`src/rtl/load_store_unit.sv`:
```
// load_store_unit: executes decoded loads and stores against a 32-bit
// word-addressed data bus. Handles byte, halfword and word accesses with
// sign or zero extension. An access that crosses a word boundary is split
// into two bus beats.
module load_store_unit (
  input  logic        clk,
  input  logic        reset,
  input  logic        start,
  input  logic        mem_read,
  input  logic        mem_write,
  input  logic [2:0]  mem_op_length,
  input  logic [31:0] address,
  input  logic [31:0] write_data,
  input  logic [4:0]  rd_in,
  output logic        ready,
  output logic        done,
  output logic        error,
  output logic [31:0] read_data,
  output logic        reg_write,
  output logic [4:0]  rd_out,
  output logic        bus_req,
  output logic        bus_we,
  output logic [31:0] bus_addr,
  output logic [31:0] bus_wdata,
  output logic [3:0]  bus_wstrb,
  input  logic        bus_ack,
  input  logic [31:0] bus_rdata
);

  typedef enum logic [2:0] {
    IDLE,
    BEAT0,
    BEAT1,
    RESP,
    ERR
  } state_t;

  state_t state;
  state_t next_state;

  logic        is_load_q;
  logic        is_store_q;
  logic [2:0]  funct3_q;
  logic [31:0] addr_q;
  logic [31:0] wdata_q;
  logic [4:0]  rd_q;
  logic [31:0] word0_q;
  // Only the low three bytes of the second word can ever reach the result.
  logic [23:0] word1_q;

  logic        request_illegal;
  logic [1:0]  off;
  logic [7:0]  base_mask;
  logic [7:0]  lane_mask;
  logic        need_split;
  logic [63:0] store_wide;
  logic [31:0] beat0_addr;
  logic [31:0] aligned;
  logic [31:0] extended;

  assign off        = addr_q[1:0];
  assign lane_mask  = base_mask << off;
  assign need_split = |lane_mask[7:4];
  assign store_wide = {32'h0000_0000, wdata_q} << {off, 3'b000};
  assign beat0_addr = {addr_q[31:2], 2'b00};
  assign rd_out     = rd_q;

  // Classify the incoming request as illegal before it is accepted.
  always_comb begin
    request_illegal = 1'b0;
    if (mem_read == mem_write) begin
      request_illegal = 1'b1;
    end else if (mem_write) begin
      request_illegal = !(mem_op_length inside {3'b000, 3'b001, 3'b010});
    end else begin
      request_illegal = !(mem_op_length inside {3'b000, 3'b001, 3'b010, 3'b100, 3'b101});
    end
  end

  // Base lane mask from the access size (low funct3 bits; BU/HU share B/H).
  always_comb begin
    base_mask = 8'h00;
    case (funct3_q[1:0])
      2'b00:   base_mask = 8'h01;
      2'b01:   base_mask = 8'h03;
      2'b10:   base_mask = 8'h0F;
      default: base_mask = 8'h00;
    endcase
  end

  // Shift the two captured words right by the byte offset.
  always_comb begin
    aligned = word0_q;
    case (off)
      2'd0: aligned = word0_q;
      2'd1: aligned = {word1_q[7:0],  word0_q[31:8]};
      2'd2: aligned = {word1_q[15:0], word0_q[31:16]};
      2'd3: aligned = {word1_q[23:0], word0_q[31:24]};
      default: aligned = word0_q;
    endcase
  end

  // Truncate to the access size and sign- or zero-extend.
  always_comb begin
    extended = aligned;
    case (funct3_q)
      3'b000:  extended = {{24{aligned[7]}}, aligned[7:0]};
      3'b001:  extended = {{16{aligned[15]}}, aligned[15:0]};
      3'b100:  extended = {24'h000000, aligned[7:0]};
      3'b101:  extended = {16'h0000, aligned[15:0]};
      default: extended = aligned;
    endcase
  end

  // State register.
  always_ff @(posedge clk) begin
    if (reset) begin
      state <= IDLE;
    end else begin
      state <= next_state;
    end
  end

  // Next-state logic.
  always_comb begin
    next_state = state;
    case (state)
      IDLE: begin
        if (start) begin
          next_state = request_illegal ? ERR : BEAT0;
        end
      end
      BEAT0: begin
        if (bus_ack) begin
          next_state = need_split ? BEAT1 : RESP;
        end
      end
      BEAT1: begin
        if (bus_ack) begin
          next_state = RESP;
        end
      end
      RESP:    next_state = IDLE;
      ERR:     next_state = IDLE;
      default: next_state = IDLE;
    endcase
  end

  // Latch the request on acceptance and capture read beats on ack.
  always_ff @(posedge clk) begin
    if (reset) begin
      is_load_q  <= 1'b0;
      is_store_q <= 1'b0;
      funct3_q   <= 3'b000;
      addr_q     <= 32'h0000_0000;
      wdata_q    <= 32'h0000_0000;
      rd_q       <= 5'd0;
      word0_q    <= 32'h0000_0000;
      word1_q    <= 24'h000000;
    end else begin
      if (state == IDLE && start) begin
        is_load_q  <= mem_read;
        is_store_q <= mem_write;
        funct3_q   <= mem_op_length;
        addr_q     <= address;
        wdata_q    <= write_data;
        rd_q       <= rd_in;
        word0_q    <= 32'h0000_0000;
        word1_q    <= 24'h000000;
      end
      if (state == BEAT0 && bus_ack) begin
        word0_q <= bus_rdata;
      end
      if (state == BEAT1 && bus_ack) begin
        word1_q <= bus_rdata[23:0];
      end
    end
  end

  // Output decode from the current state and the latched request.
  always_comb begin
    ready     = 1'b0;
    done      = 1'b0;
    error     = 1'b0;
    read_data = 32'h0000_0000;
    reg_write = 1'b0;
    bus_req   = 1'b0;
    bus_we    = 1'b0;
    bus_addr  = 32'h0000_0000;
    bus_wdata = 32'h0000_0000;
    bus_wstrb = 4'b0000;
    case (state)
      IDLE: ready = 1'b1;
      BEAT0: begin
        bus_req  = 1'b1;
        bus_we   = is_store_q;
        bus_addr = beat0_addr;
        if (is_store_q) begin
          bus_wstrb = lane_mask[3:0];
          bus_wdata = store_wide[31:0];
        end
      end
      BEAT1: begin
        bus_req  = 1'b1;
        bus_we   = is_store_q;
        bus_addr = beat0_addr + 32'd4;
        if (is_store_q) begin
          bus_wstrb = lane_mask[7:4];
          bus_wdata = store_wide[63:32];
        end
      end
      RESP: begin
        done      = 1'b1;
        reg_write = is_load_q;
        read_data = is_load_q ? extended : 32'h0000_0000;
      end
      ERR: error = 1'b1;
      default: ready = 1'b0;
    endcase
  end

endmodule

```
`config.mk`:
```
export PLATFORM = sky130hd
export DESIGN_NAME = load_store_unit
export DESIGN_NICKNAME = d
export VERILOG_FILES = /design/src/rtl/load_store_unit.sv
export SDC_FILE = /design/constraint.sdc
export NUM_CORES = 1
export LEC_CHECK = 0
export ABC_AREA = 1
export CORE_MARGIN = 2
export CORE_UTILIZATION = 40
export CTS_BUF_LIST = sky130_fd_sc_hd__clkbuf_8
export DETAILED_ROUTE_END_ITERATION = 6
export MAX_ROUTING_LAYER = met4
export PLACE_DENSITY = 0.67
export RECOVER_POWER = 50
export SLEW_MARGIN = 20
export SYNTH_ARGS = -nofsm -noshare
export SYNTH_HDL_FRONTEND = slang
export SYNTH_SLANG_ARGS = --single-unit
```
`constraint.sdc`:
```
create_clock -name clk -period 3.3 [get_ports clk]
set_input_delay 0.33 -clock clk [delete_from_list [all_inputs] [get_ports clk]]
set_output_delay 0.33 -clock clk [all_outputs]
set_load 0.01 [all_outputs]
```
Yosys cells after proc, flatten, opt, wreduce, memory -nomap -nowiden
Cells that the tools add are included.
{"block": "word_totals", "in_bits": 110, "regBits": 133, "wordCells": 79}
{"block": "classes", "n_shift": 2, "n_eq_ne": 20, "addsub": 1, "muxes": 30, "n_reduce_logical": 17}
{"cell": "32-bit case mux with 4 select lines", "n": 2}
{"cell": "32-bit 2-to-1 mux", "n": 6}
{"cell": "32-bit case mux with 2 select lines", "n": 2}
{"cell": "32-bit by 5-bit left shift with 64-bit output", "n": 1}
{"cell": "24-bit 2-to-1 mux", "n": 2}
{"cell": "32-bit by 3-bit adder with 32-bit output, second input constant", "n": 1}
{"cell": "3-bit == test, second input constant", "n": 5}
{"cell": "3-bit 2-to-1 mux", "n": 4}
{"cell": "4-bit case mux with 3 select lines", "n": 1}
{"cell": "3-bit by 1-bit == test with 1-bit output, second input constant", "n": 3}
{"cell": "3-bit by 2-bit == test with 1-bit output, second input constant", "n": 3}
{"cell": "3-bit logical NOT", "n": 3}
{"cell": "1-bit 2-to-1 mux", "n": 9}
{"cell": "3-bit case mux with 3 select lines", "n": 1}
{"cell": "4-bit 2-to-1 mux", "n": 2}
{"cell": "4-bit case mux with 2 select lines", "n": 1}
{"cell": "8-bit by 2-bit left shift with 8-bit output", "n": 1}
{"cell": "2-bit == test, second input constant", "n": 3}
{"cell": "2-bit != test, second input constant", "n": 3}
{"cell": "5-bit nonzero test", "n": 1}
{"cell": "2-bit by 1-bit == test with 1-bit output, second input constant", "n": 2}
{"cell": "2-bit logical NOT", "n": 2}
{"cell": "2-bit nonzero test", "n": 2}
{"cell": "4-bit OR reduction", "n": 1}
{"cell": "other kinds (6)", "n": 9}

Longest topological paths before layout
{"block": "depth", "depth_word": 8, "ltp_mapped": 10}

Worst setup path after synthesis
No wires, ideal clock.
{"block": "synth_path", "kind": "register to output", "from": "register funct3_q[1]", "to": "output read_data[29]", "slack_ps": 1466, "stages_incl_launch_ff": 8, "required_time_ps": 2970, "path_buffers": 1, "arrival_time_ps": 1504, "cell_sequence": "dfxtp_1 inv_1 ha_1 nor2_1 buf_1 o21ai_0 a211oi_1 nor2_1"}
{"block": "synth_between", "elab_chain_len": 4, "word_cells_on_any_way": 7, "classes_between": "eq/ne: 3; mux: 3; reduce/logical: 1"}
{"item": "start: declaration", "line": "43", "rtl": "logic [2:0] funct3_q;"}
{"item": "start signal: assignment", "line": "164", "rtl": "funct3_q <= mem_op_length;"}
{"item": "3-bit == test (tied with other cells)", "line": "106", "rtl": "case (funct3_q)"}
{"item": "32-bit case mux with 4 select lines *", "line": "106"}
{"item": "32-bit 2-to-1 mux *", "line": "215", "rtl": "read_data = is_load_q ? extended : 32'h0000_0000;"}
{"item": "32-bit 2-to-1 mux *", "line": "192", "rtl": "case (state)"}
{"item": "end: declaration", "line": "18", "rtl": "output logic [31:0] read_data,"}
Every way passes the cells marked *; elsewhere a longest branch is shown, timed or not.

Final worst setup path
{"block": "layout_path", "from": "register addr_q[1]", "to": "output read_data[1]"}
{"block": "layout_between", "elab_chain_len": 5, "word_cells_on_any_way": 8, "classes_between": "eq/ne: 3; mux: 4; reduce/logical: 1"}
{"item": "start: declaration", "line": "44", "rtl": "logic [31:0] addr_q;"}
{"item": "start signal: assignment", "line": "165", "rtl": "addr_q <= address;"}
{"item": "2-bit == test (tied with other cells)", "line": "94", "rtl": "case (off)"}
{"item": "32-bit case mux with 4 select lines *", "line": "94"}
{"item": "32-bit case mux with 4 select lines *", "line": "106"}
{"item": "32-bit 2-to-1 mux *", "line": "215"}
{"item": "32-bit 2-to-1 mux *", "line": "192"}
Marks and branches as above.

==> impl_metrics.ini <==
[grt]
globalRoute.busiestLayer = met2
grt_start_max_net_pins = 134
grt_pass1_wl_um = 45900
grt.overflow.total = 0
grtUsageMet3_pct = 6.23
antenna_found_initial = 0
grtUsageMet1_pct = 36.8
met2_usage_grt_pct = 40.1
grt_pass1_vias = 8464
grt_util_all_layers_pct = 27.4

[worst_setup_path]
critPathBufInv = 3
worst-r2r-setup-slack_ns = 0.40
worstPathMaxFanout = 19
critical_path.endpoint_type = output port
timing.critical_path.cells = buf_4, inv_2, nor2_1, a221oi_1, a21oi_1, clkdlybuf4s50_1
cp_top_family = buffers and inverters
timing.critical_path.slowest_stage_cell = sky130_fd_sc_hd__clkdlybuf4s50_1
crit_path_kind = register to output port
setup.worst_path.start_class = register
worstPathRequired_ns = 2.97
critPathArrivalTime_ns = 2.81
worst_path_largest_cell_delay_ns = 0.59

[place]
place_area_mm2 = 0.0105
finalWeightedCongestion = 0.944
port-buffer-count = 218
placedCellCount = 1728
dp_hpwl_um = 21400

[yosys]
yosysSeqAreaShare_pct = 32.3
async_flop_share_pct = 0
syn_inst = 1308
ys_dominant_reg_cell = sky130_fd_sc_hd__dfxtp_1
mappedNetlistArea_mm2 = 0.00823
synth-seq-cells = 133
yosysWarningCount = 0
synthesis.area_per_instance_um2 = 6.29
synth-edff-count = 0
post_synth_num_cell_types = 32

[timing]
post-route-min-period_ns = 3.14
clock_skew_ns = 0.0135
finalCritPeriodShare_pct = 95.2
setup_total_negative_slack_ns = 0
slew_violations = 0
report.final.setup_viol = 0
hold_viol_final = 0
fmax_ghz = 0.318
slew_headroom_pct = 1.08
worstMarginPinSlew_ns = 1.48
unrepaired_setup_endpoints_after_global_routing = no

[floorplanning]
die-width_um = 147
num_io_pins = 221
placeableCoreArea_mm2 = 0.0202
starting_density_of_the_core_pct = 40.7
dieHeight_um = 147
die_area_mm2 = 0.0217
rows = 52

[detailed_routing]
routed-via-count = 9352
detailedRoute.firstPassIterationCount = 7
routedWlPerCell_um = 17.0
postRouteWirelength_um = 29900
final_antenna_net_count = 0
routed_via_density = 5.32
drc = 0
drt-initial-drc-count = 780

[min_path]
worstHoldPathType = input pin to register

[cells_and_area]
nFillCells = 2065
post_route_cells_drive_above_1_share_pct = 4.77
postLayoutCellArea_mm2 = 0.0108
instances_no_fill = 1759
nets = 1592
regArea_mm2 = 0.00267
multi_input_comb_area_mm2 = 0.00443
n_antenna_cell = 0
area_growth_pct = 31.6

[clock_tree]
cts_num_sinks = 133
tritoncts = built
cts_max_level = 4
clock_tree.root_cell = sky130_fd_sc_hd__clkbuf_8
numCtsBuffers = 17
clock_path_buffers = 2
worst_skew_pair.late_latency_ns = 0.46
cts.clk_slew.worst_paths_ns = 0.09

[run_status]
run_status = complete, no violations

[power_and_ir_drop]
power.density_mw_per_mm2 = 584
leakage_uw = 0.00384
worst_ir_drop_vdd_mv = 0.295

[job]
maxCapViolations = 0
[path summary, 6_finish.rpt]
path	from	end	cells after the start
setup / recovery	addr_q[1]$_SDFFE_PP0P_	read_data[1]	6
setup reg to reg	state[1]$_SDFFE_PP0P_	word0_q[12]$_SDFFE_PP0P_	10
hold reg to reg	rd_out[3]$_SDFFE_PP0P_	rd_out[3]$_SDFFE_PP0P_	2
hold / removal	write_data[20]	wdata_q[20]$_SDFFE_PP0P_	3
[kinds of logic (layout without fill, tap and decap cells)]
kind of cell | after synthesis | count (layout) | share of synthesized area [%]
AO/OA/AOI/OAI | 339 | 339 | 24.3
XOR/XNOR | 3 | 3 | 0.319
adder cells (fa/ha/maj) | 5 | 5 | 0.760
buffers and inverters | 269 | 449 | 13.9
flip-flops | 133 | 133 | 32.3
other | 1 | 2 | 0.0455
AND/OR/NAND/NOR | 558 | 558 | 28.3
[final cells by class]
class                      instances  area share, %
tap                              270           3.12
timing repair buffer             235           21.4
inverter                         183           6.34
clock buffer                      18           2.29
multi-input combinational        907           40.9
clock inverter                    13           1.35
sequential                       133           24.6
[registers in the layout, summed over array words and instances, names as in the netlist]
signal	cells
addr_q	32
funct3_q	3
is_load_q	1
is_store_q	1
rd_out	5
state	3
wdata_q	32
word0_q	32
word1_q	24
[cell usage in the layout, fill, tap and decap left out, drive strengths merged]
cell,instances
o21ai,107
bufinv,2
inv,187
clkdlybuf4s50,209
nand3b,1
clkinvlp,2
dlygate4sd3,8
buf,16
o21bai,2
xor2,3
clkinv,5
nand3,114
nand4,3
nor2,173
clkbuf,20
a221oi,7
a211oi,61
o32ai,2
ha,5
o211ai,2
o22ai,62
nor3,1
and2,2
a21oi,87
nand2,264
o221ai,9
conb,2
dfxtp,133
[metal layers]
| metal | wire (um) | vias to the layer above |
|---|---|---|
| li1 | - | 4668 |
| met4 | 930 | 0 |
| met1 | 13600 | 4219 |
| met3 | 2300 | 55 |
| met5 | 0 | - |
| met2 | 13000 | 410 |
[where the power goes]
group	switching [uW]	leakage (uW)	total, uW	internal [uW]
clock network	708	0.000196	1400	696
registers	252	0.00109	2150	1900
logic	1810	0.00256	2770	968
total	2770	0.00384	6330	3560
[worst register-to-register path, cell delays in order (launching register included)]
cell,delay (ns)
sky130_fd_sc_hd__dfxtp_1,0.34
sky130_fd_sc_hd__inv_1,0.07
sky130_fd_sc_hd__nand3_1,0.12
sky130_fd_sc_hd__buf_4,0.34
sky130_fd_sc_hd__inv_1,0.11
sky130_fd_sc_hd__buf_4,0.24
sky130_fd_sc_hd__nand2_1,0.12
sky130_fd_sc_hd__clkbuf_1,1.08
sky130_fd_sc_hd__o22ai_1,0.21
sky130_fd_sc_hd__inv_1,0.10
sky130_fd_sc_hd__nor2_1,0.04
[synthesized netlist by cell type, drive strengths merged, types with 3 or more instances]
master  instances  share of area (%)
ha              5               0.76
nor2          173                8.0
o221ai          9               0.96
inv           183                8.3
o22ai          62                4.7
buf            46                3.8
nand4           3               0.23
xor2            3               0.32
nand3         114                7.5
nand2         264                 12
a21oi          87                5.3
dfxtp         133                 32
clkbuf         40                1.8
o21ai         107                6.5
a221oi          7               0.74
a211oi         61                5.6
[stage by stage]
stage | hold WS, ns | total power [uW] | setup WS, ns | utilization (%)
floorplan | 0.449 | 4040 | 1.47 | -
global placement | 0.452 | 4930 | 0.577 | 51.7
detailed placement | 0.457 | 4920 | 0.504 | 51.7
CTS | 0.394 | 6340 | 0.0513 | 53.6
global route | 0.416 | 6720 | 0.0277 | 53.5
finish | 0.416 | 6330 | 0.160 | 53.5
[what timing repair did]
action / CTS / global route
resized for setup: 1 / 5
buffers inserted: 0 / 0
endpoints found under the setup margin: 1 / 23
hold buffers: 0 / 0
Power figures use the tool's default switching activity.
==> patch 1 (config.mk and constraints unchanged) <==
Re-encode `state_t` (5 states) as Gray code, 3 bits wide.
--- a/src/rtl/load_store_unit.sv
+++ b/src/rtl/load_store_unit.sv
@@ -29,9 +29,9 @@
 
   typedef enum logic [2:0] {
-    IDLE,
-    BEAT0,
-    BEAT1,
-    RESP,
-    ERR
+    IDLE  = 3'b000,
+    BEAT0 = 3'b001,
+    BEAT1 = 3'b011,
+    RESP  = 3'b010,
+    ERR   = 3'b110
   } state_t;
 
Check against the original RTL: no difference found for any inputs over 4 cycles, from zero or initial values and one cycle with reset high; so few cycles prove little.
==> patch 1 against the unedited design <==
Clock skew up 2.6 ps. Synthesized cell count shrank 0.69%. Routed wire length grew 3.5%. Sequential power is 9.8% lower. Setup slack improved by 45 ps. Area after synthesis shrank 0.38%. Combinational power shrank 43%. Via count grew 1.1%. Design area grew 0.81%. Critical path type unchanged. Global-route usage rose by 1.5 points. Power down 21%. Clock power up 5%. Sequential cell count did not move. Critical path depth up 2.
==> patch 1: results (changes against the unedited design) <==
reg-to-reg endpoint=word0_q[16] (was word0_q[12]); # nets final=1,587 (was 1,592); synth top area cells=dfxtp_1 (32%), nor2_1 (9.7%), nand2_1 (9.1%) (was dfxtp_1 (32%), nand2_1 (12%), inv_1 (8.0%)); dpl hpwl=22,460 um (was 21,420 um); gpl congestion=0.9437 (was 0.9436); status=finished, final reports clean (unchanged); 1st-pass router iterations=5 (was 7); Synth Area in Adders=0.7628% (was 0.7599%); Critical Path Fanout Max=12 (was 19); CTS clock-pin slew for the worst setup and hold paths=90 ps (about the same); initial antenna violation count=4 (was 0); number of global-route vias before repair=8,791 (was 8,464); Total GRT Usage=28.94% (was 27.41%); CP peak stage delay=570 ps (was 590 ps); startpoint of the worst hold path=write_data[20] (unchanged); sequential area share after synthesis=32.46% (was 32.34%); total number of vias=9,455 (was 9,352); Hold WS=437.2 ps (was 416.2 ps); Internal Power=3.038 mW (was 3.560 mW); Max IR drop VDD=0.2721 mV (was 0.2949 mV); post-synthesis compound-gate area fraction=23.84% (was 24.35%); DRT iter0 DRCs=843 (was 780); worst endpoint data arrival time=2770 ps (was 2810 ps); Port Buffer Count=218 (unchanged); Worst Max-Slew Pin Slew=1466 ps (was 1484 ps); Cell variety after synth=40 (was 32); r2r setup slk=300 ps (was 400 ps); R2R cell count=8 (was 10); layout cells sized above 1=5.657% (was 4.768%); Static Leak=3.742 nW (was 3.842 nW); pin count of the biggest net entering global routing=88 (was 134); CP top delay family=buffers and inverters (unchanged); global-route wire length before repair=48,000 um (was 45,890 um); clk_skew=16.16 ps (was 13.51 ps)
## patch 1: through the flow
stage / worst slack [ps] / power (mW) / std cells / util [%]
finish: 204.5 / 4.982 / 1759 / 54.15
floorplan: 1555 / 2.970 / 1300 / -
CTS: 76.34 / 5.011 / 1755 / 54.16
detailed placement: 451.3 / 3.532 / 1723 / 52.08
global route: 57.93 / 5.279 / 1759 / 54.15
global placement: 513.3 / 3.528 / 1723 / 52.08
## patch 1: how the worst max path moves through the flow
stage	start	endpoint	slack [ps]
global placement	addr_q[1]	read_data[27]	510
detailed placement	addr_q[1]	read_data[27]	450
floorplan	funct3_q[0]	read_data[21]	1560
finish	state[2]	bus_wstrb[3]	200
global route	state[2]	bus_wdata[30]	60
CTS	addr_q[1]	read_data[16]	80
## patch 1: per-layer routing
metal  track usage, %  share of wire (%)
met1            39.60                 46
met3            5.807                7.9
met2            42.94                 44
met5                -                  0
met4            9.183                2.4
## patch 1: power by group through the flow
| stage | logic [mW] | registers, mW | clock network, mW |
|---|---|---|---|
| after floorplan | 1.07 | 1.90 | 0 |
| after global placement | 1.56 | 1.97 | 0 |
| after detailed placement | 1.56 | 1.97 | 0 |
| after CTS | 1.57 | 1.94 | 1.50 |
| after global routing | 1.74 | 1.97 | 1.58 |
| final | 1.57 | 1.94 | 1.47 |
## patch 1: cell type report
cell class / instances / area [um2]
Timing Repair Buffer: 239 / 2360
Sequential cell: 133 / 2666
Fill cell: 2084 / 9248
Tap cell: 270 / 337.8
Clock inverter: 14 / 167.7
Inverter: 159 / 599.3
Multi-Input combinational cell: 922 / 4533
Antenna cell: 4 / 10.01
Clock buffer: 18 / 247.7
## patch 1: what timing repair did
action / 4_1_cts / 5_1_grt
setup endpoints to repair: 1 / 20
resized for setup: 1 / 3
setup buffers: 0 / 0
==> patch 2 (config.mk and constraints unchanged) <==
Without the edit above. Make the reset (`reset`) asynchronous in 2 clocked blocks.
--- a/src/rtl/load_store_unit.sv
+++ b/src/rtl/load_store_unit.sv
@@ -114,5 +114,5 @@
 
   // State register.
-  always_ff @(posedge clk) begin
+  always_ff @(posedge clk or posedge reset) begin
     if (reset) begin
       state <= IDLE;
@@ -148,5 +148,5 @@
 
   // Latch the request on acceptance and capture read beats on ack.
-  always_ff @(posedge clk) begin
+  always_ff @(posedge clk or posedge reset) begin
     if (reset) begin
       is_load_q  <= 1'b0;
Function: differs if reset is asserted again (counterexample within 4 cycles, from zero or initial values and one cycle with reset high); with reset held inactive, the same outputs for 4 cycles.
==> patch 2 against the unedited design <==
The flow now finishes with violations (max-capacitance violations, max-slew violations). Sequential share of layout area increased by 5.3 points. Non-clock buffer count is 7 higher. Sequential cell count is the same. Final cell count fell by 8.1%. Design area rose by 2.7%. Routed wire length shrank 4.6%. Setup slack gained 11 ps. Area after synthesis increased by 0.58%. Register-to-register slack worse by 160 ps. Largest cell class unchanged. Highest routed layer unchanged.
Power is not compared: it rests on default switching activity, and its combinational part moved more than twofold at a synthesized area within 25%.
==> patch 2: results (changes against the unedited design) <==
Via density=5.391 (was 5.317); Max IR drop VDD=about 0.39 mV; hold path depth=3 (unchanged); Async SR Flop Fraction=100.0% (was 0%); Total GRT Usage=26.46% (was 27.41%); Worst Max-Slew Pin Slew=1713 ps (was 1484 ps); htree depth=4 (unchanged); Clock Latency Late Sink=430 ps (was 460 ps); WL met2=13,100 um (was 12,980 um); clock root cell=clkbuf_8 (unchanged); Max Slew Vio Count=139 (was 0); Static Leak=around 4.8 nW; Cell variety after synth=41 (was 32); layout cells sized above 1=9.057% (was 4.768%); number of global-route vias before repair=8,227 (was 8,464); status=finished with violations (was finished, final reports clean); drt total wl=28,470 um (was 29,860 um); clk_skew=9.506 ps (was 13.51 ps); gpl congestion=0.9630 (was 0.9436); DRT iter0 DRCs=808 (was 780); worst-case clock buffer depth=2 (unchanged); Commonest cells post-synth=nand2_1 (252), inv_1 (139), dfrtp_1 (133) (was nand2_1 (259), inv_1 (176), nor2_1 (169)); dpl hpwl=20,650 um (was 21,420 um); violated checks=max-capacitance violations, max-slew violations; worst hold path type=in2reg (unchanged); # nets final=1,449 (was 1,592); pre-CTS WS=516.1 ps (was 504.1 ps); R2R cell count=6 (was 10); global-route wire length before repair=44,430 um (was 45,890 um); metal1 wirelength=12,210 um (was 13,640 um); 1st-pass router iterations=5 (was 7); pin count of the biggest net entering global routing=77 (was 134); n_diodes=0 (unchanged); Critical Path Fanout Max=8 (was 19); warnings from Yosys=0 (unchanged); sequential area share after synthesis=40.19% (was 32.34%); Port Buffer Count=218 (unchanged); biggest regs=addr_q (32), wdata_q (32), word0_q (32) (unchanged); worst endpoint data arrival time=2800 ps (was 2810 ps); Max-Cap Viols=2 (was 0); synth top area cells=dfrtp_1 (40%), nand2_1 (11%), o21ai_0 (7.1%) (was dfxtp_1 (32%), nand2_1 (12%), inv_1 (8.0%)); uppermost layer routed=met4 (unchanged); routed length on met3=2192 um (was 2304 um); CTS clock-pin slew for the worst setup and hold paths=90 ps (about the same); Synth Flop Type=dfrtp_1 (was dfxtp_1); CTS buffer count=17 (unchanged); Placed Area=10,710 um2 (was 10,460 um2)
-- patch 2: changes by cell type after synthesis, moves of 11 or more --
cell      before  now
o22ai_1       62   50
dfxtp_1      133    0
nor2_1       169  120
buf_6         11    0
inv_1        176  139
mux2_2         0   46
a211oi_1      61    3
clkbuf_1      40   24
dfrtp_1        0  133
nand3_1      108   58
-- patch 2: final cells by class --
class	instances	area [um2]
fillers	1971	9174
multi-input cells	797	4146
repair buffers	242	2349
inverters	142	540.5
well taps	270	337.8
flip-flops and latches	133	3331
repair inverters	1	7.507
clock buffers	17	234.0
clock inverters	15	180.2
-- patch 2: worst paths after layout --
path,endpoint,slack (ps),startpoint
max,bus_addr[19],170,addr_q[4]
min,addr_q[7],460,address[7]
max reg2reg,addr_q[8],240,state[2]
min reg2reg,rd_out[4],510,rd_out[4]
max in group asynchronous,addr_q[16],710,reset
min in group asynchronous,word0_q[1],550,reset
-- patch 2: cell families (layout without fill, tap and decap cells) --
family / Yosys count / count (layout) / share of synthesized area (%)
and+or+nand+nor: 446 / 446 / 22.03
AOI/OAI and AO/OA: 290 / 290 / 19.66
buffers and inverters: 205 / 417 / 10.11
DFF: 133 / 133 / 40.19
muxes: 53 / 53 / 7.102
adders and majority gates: 5 / 5 / 0.7555
other: 1 / 2 / 0.04529
xor gates and xnor gates: 1 / 1 / 0.1058
-- patch 2: layer usage --
metal	up-vias	GRT usage, %
met5	-	-
met4	0	9.905
met3	58	4.877
met2	445	40.58
met1	4051	35.12
li1	4163	-
-- patch 2: timing repair --
item,4_1_cts,5_1_grt
resized for setup,0,12
hold buffers,0,0
setup buffers,0,1
endpoints found under the setup margin,0,32
-- patch 2: worst max-delay path: stages, from the launching register on --
cell             delay, ps
dfrtp_1                490
nand3_2                180
nor2_1                 400
nand2_1                 90
nor2_1                 200
nor2_1                  60
o21ai_0                320
clkdlybuf4s50_1        610
-- patch 2: where the power goes --
part / internal (mW) / switching, mW
Clock: 0.756 / 0.715
Combinational: 2.26 / 3.32
Sequential: 2.45 / 0.746
Total: 5.46 / 4.78
-- patch 2: metrics by stage --
stage	total power [mW]	hold WS [ps]	instances	utilization, %
floorplan	6.562	453.0	1135	-
global placement	8.619	468.9	1583	52.76
detailed placement	8.668	496.8	1583	52.76
CTS	10.18	292.0	1615	54.80
global route	11.03	447.1	1617	54.81
finish	10.24	455.9	1617	54.81
